### src/rtl/load_handler.sv
// Read-side load engine: presents an address to the synchronous data memory,
// waits READ_LATENCY edges, then captures the word and holds it until released.
module load_handler #(
  parameter int DATA_WIDTH       = 8,
  parameter int DATA_MEMORY_SIZE = 64,
  parameter int READ_LATENCY     = 1,
  localparam int AW              = $clog2(DATA_MEMORY_SIZE)
) (
  input  logic                  clk,
  input  logic                  rst,
  input  logic                  enable,
  input  logic [AW-1:0]         src_addr,
  input  logic [DATA_WIDTH-1:0] mem_data_in,
  output logic [AW-1:0]         mem_addr_out,
  output logic                  mem_rd_en,
  output logic [DATA_WIDTH-1:0] data_out,
  output logic                  ready,
  output logic                  busy
);

  // Handshake: enable is a level request held until ready is seen; ready stays
  // high with data_out valid until enable drops; enable low before ready aborts.

  typedef enum logic [1:0] {
    IDLE = 2'd0,
    REQ  = 2'd1,
    WAIT = 2'd2,
    DONE = 2'd3
  } state_t;

  // READ_LATENCY==0 never enters WAIT, so its counter preload is irrelevant.
  localparam logic [3:0] CNT_INIT = 4'((READ_LATENCY == 0) ? 0 : READ_LATENCY - 1);

  state_t                state, state_nx;
  logic [3:0]            cnt, cnt_nx;
  logic [AW-1:0]         addr_nx;
  logic [DATA_WIDTH-1:0] data_nx;
  logic                  ready_nx;

  always_ff @(posedge clk or posedge rst) begin
    if (rst) begin
      state        <= IDLE;
      cnt          <= '0;
      mem_addr_out <= '0;
      data_out     <= '0;
      ready        <= 1'b0;
    end else begin
      state        <= state_nx;
      cnt          <= cnt_nx;
      mem_addr_out <= addr_nx;
      data_out     <= data_nx;
      ready        <= ready_nx;
    end
  end

  always_comb begin
    state_nx = state;
    cnt_nx   = cnt;
    addr_nx  = mem_addr_out;
    data_nx  = data_out;
    ready_nx = ready;
    case (state)
      IDLE: begin
        ready_nx = 1'b0;
        if (enable) begin
          addr_nx  = src_addr;
          state_nx = REQ;
        end
      end
      REQ: begin
        if (!enable) begin
          state_nx = IDLE;
        end else if (READ_LATENCY == 0) begin
          data_nx  = mem_data_in;
          ready_nx = 1'b1;
          state_nx = DONE;
        end else begin
          cnt_nx   = CNT_INIT;
          state_nx = WAIT;
        end
      end
      WAIT: begin
        // An abort wins even on the capture edge; the in-flight word is dropped.
        if (!enable) begin
          state_nx = IDLE;
        end else if (cnt != 4'd0) begin
          cnt_nx = cnt - 4'd1;
        end else begin
          data_nx  = mem_data_in;
          ready_nx = 1'b1;
          state_nx = DONE;
        end
      end
      DONE: begin
        if (!enable) begin
          ready_nx = 1'b0;
          state_nx = IDLE;
        end
      end
      default: state_nx = IDLE;
    endcase
  end

  assign busy      = (state == REQ) || (state == WAIT);
  assign mem_rd_en = (state == REQ);

endmodule

### config.mk
export PLATFORM = sky130hd
export DESIGN_NAME = load_handler
export DESIGN_NICKNAME = d
export VERILOG_FILES = /design/src/rtl/load_handler.sv
export SDC_FILE = /design/constraint.sdc
export NUM_CORES = 1
export LEC_CHECK = 0
export ABC_AREA = 1
export ABC_CLOCK_PERIOD_IN_PS = 1600
export CAP_MARGIN = 20
export CORE_ASPECT_RATIO = 0.6
export CORE_MARGIN = 4
export CORE_UTILIZATION = 40
export DETAILED_ROUTE_END_ITERATION = 10
export PLACE_DENSITY = 0.79
export SYNTH_ARGS = -nofsm -noshare
export SYNTH_HDL_FRONTEND = slang
export SYNTH_SLANG_ARGS = --single-unit
### constraint.sdc
create_clock -name clk -period 1.6 [get_ports clk]
set_input_delay 0.32 -clock clk [delete_from_list [all_inputs] [get_ports clk]]
set_output_delay 0.32 -clock clk [all_outputs]
set_load 0.03 [all_outputs]
==> summary.txt <==
Timing
  – Setup_tns: 0 ps
  – Final Hold Vio Count: 0
  – Max Slew Vio Count: 0
  – Final count of negative-setup-slack endpoints: 0
  – Fmax: 656 MHz
  – Skew final: 1.59 ps
  – Slew Limit Headroom: about four fifths
  – Worst Tran Pin Value: about 320 ps
  – Fin crit share: ~95%
  – Crit path time final: between 1500 and 2000 ps
  – Unrepaired setup endpoints after global routing: false

Route
  – DR iter-0 viols: 63
  – Post-DR wirelength/cell: 12.5 um
  – Vias per std cell: around 4.8
  – DRC: 0
  – Drt pass-1 iters: 4
  – Via count: a little over 900
  – Final WL: around 2400 um
  – Routed Antenna Nets: 0

Power and ir drop
  – Switching Fraction: 48.3%
  – P_sw: between 0.0015 and 0.002 W
  – Max IR drop VDD: between 1 and 1.5 mV
  – Gate power share: just over 60%
  – Internal power: ~0.0017 W
  – Power per Cell Area: 2130 mW/mm2
  – Sequential Power Share: 28.7%
  – Clock share of power: a little over a tenth
  – Leak: a little under 0.8 nW

Outcome
  – Status: completed

Worst setup path
  – Critical path type: reg2out
  – CP Capture Type: output pin
  – Slowest CP cell: dfrtp_1
  – CP arrival: roughly 1200 ps
  – Slowest stage delay, CP: about 420 ps
  – Crit start category: register
  – Flop2flop setup slack: approximately 170 ps
  – Critical Path, Cell by Cell: inv_2, ha_1, buf_4
  – Reg2Reg Depth: 8
  – Max FO, Critical Path: 4
  – WP data required: 1280 ps

Final layout
  – Layout Utilization: between 50% and 60%
  – Diode count: 0
  – Final design area excluding fillers: between 0.0015 and 0.002 mm2
  – Share of post-route cells with drive strength above 1: 17.2%
  – Nets@finish: between 150 and 200
  – Area delta synth->final: 38.1%

Floorplanning
  – IO Count: 34
  – Initial Util: a little over two fifths
  – Die X: ~75 um
  – Row Count: 14
  – Total die area: between 0.003 and 0.004 mm2
  – Die height: between 40 and 50 um
  – Core Area: between 0.002 and 0.003 mm2

Clocking
  – Clock insertion delay at the later pin of the skew report: 250 ps
  – TritonCTS clock tree: built
  – H-tree depth: 1
  – Clk pin slew, worst setup/hold paths: 70 ps
  – Clock Path Buffers: 2
  – Root Buffer Master: clkbuf_8
  – Post-CTS Repair Setup Buffers: 0
  – Post-cts resize count: 13
  – Num CTS Buffers: 3
  – CTS Sinks: 21
  – # hold bufs at CTS: 0

Yosys
  – Netlist Area Pre-Place: between 0.001 and 0.0015 mm2
  – #FFs+latches synth: 21
  – Register area share after synthesis: about 48%
  – Post-synth cell types: 18
  – Syn nets: roughly 140
  – Yosys warnings: 0
  – Mapped Cells: around 120
  – Syn_area_per_cell: 9.21 um2

Placement
  – Port Buf Inserts: 33
  – GPL Wtd Cong: around 0.8
  – Post-DP HPWL: slightly below 2000 um
  – Area post-placement: 0.00146 mm2

Global route
  – Initial antenna violation count: 0
  – Total congestion overflow: 0
  – First-pass GRT wire length: 3900 um
  – Largest net degree at the start of global routing: 22
  – Via count of the first global-routing pass: a little under 900
  – GRT Total Usage: a little over an eighth

Hold path
  – Hold WC Path Type: in2async

Job
  – # Max-Cap Violations: 0
layout make-up:
class | instances | area, um2
clock inverters | 1 | 5.00
multi-input cells | 82 | 498
inverters | 14 | 55.1
fillers | 223 | 1060
flip-flops and latches | 21 | 526
repair buffers | 36 | 337
well taps | 32 | 40.0
clock buffers | 3 | 41.3
metal layers:
layer | GRT usage [%] | up-vias | wire length, um
li1 | - | 451 | -
met1 | 17.4 | 426 | 1100
met2 | 22.6 | 33 | 1080
met3 | 3.93 | 0 | 192
met4 | 0.872 | 0 | 0
met5 | 0 | - | 0
cell families after synthesis:
kind of cell / Yosys count / synth area share [%]
adders and majority gates: 8 / 9.21
AOI/OAI and AO/OA: 4 / 3.11
muxes: 6 / 6.21
DFF: 21 / 48.3
buffers and inverters: 15 / 6.10
xor gates and xnor gates: 1 / 0.806
and+or+nand+nor: 63 / 26.2
critical path, delay by kind of cell, from the launching register on:
family	cells	cell delay, ps
flops	1	420
fa+ha+maj	1	270
buf+inv	2	250
cell usage in the layout (no fill, tap or decap), types with 5 or more instances in the layout:
cell / n
nor2_1: 7
nand3_1: 15
clkdlybuf4s50_1: 16
dfrtp_1: 21
nand2_2: 5
nand2_1: 33
buf_4: 5
mux2_2: 6
ha_1: 7
inv_1: 11
dlygate4sd2_1: 13
cells in the mapped netlist (all sizes together):
master | number | area share, %
mux2 | 6 | 6.2
nand2 | 39 | 15
a21boi | 1 | 0.69
nand4 | 1 | 0.58
ha | 8 | 9.2
buf | 1 | 1.0
o21ai | 2 | 0.92
inv | 14 | 5.1
nor2 | 8 | 3.5
nand3 | 15 | 6.9
a21oi | 1 | 1.5
xnor2 | 1 | 0.81
dfrtp | 21 | 48
final timing paths:
path,from,to
setup reg to reg,state[0]$_DFFE_PP0P_,cnt[3]$_DFFE_PP0P_
min in group clk,data_out[4]$_DFFE_PP0P_,data_out[4]$_DFFE_PP0P_
max in group asynchronous,rst,cnt[2]$_DFFE_PP0P_
hold / removal,rst,data_out[0]$_DFFE_PP0P_
setup / recovery,state[1]$_DFFE_PP0P_,busy
hold reg to reg,data_out[4]$_DFFE_PP0P_,data_out[4]$_DFFE_PP0P_
metrics by stage:
stage / hold WS [ps] / worst slack [ps] / cells / total power (W)
floorplan: 297 / 196 / 118 / 0.00230
global placement: 454 / 91.3 / 185 / 0.00291
detailed placement: 466 / 55.2 / 185 / 0.00300
CTS: 409 / 1.35 / 189 / 0.00324
global route: 454 / 38.8 / 189 / 0.00344
finish: 402 / 76.4 / 189 / 0.00320
power groups by stage:
| stage | Sequential (W) | Combinational (W) | Clock (W) |
|---|---|---|---|
| after global placement | 0.000917 | 0.00199 | 0 |
| after CTS | 0.000919 | 0.00197 | 0.000354 |
| after floorplan | 0.00126 | 0.00104 | 0 |
| after global routing | 0.000951 | 0.00211 | 0.000376 |
| after detailed placement | 0.000935 | 0.00206 | 0 |
| final | 0.000919 | 0.00194 | 0.000335 |
sequential cells by signal, indices dropped and copies added, names as in the netlist:
| signal | cells |
|---|---|
| data_out | 8 |
| state | 2 |
| ready | 1 |
| cnt | 4 |
| mem_addr_out | 6 |
Power figures use the tool's default switching activity.
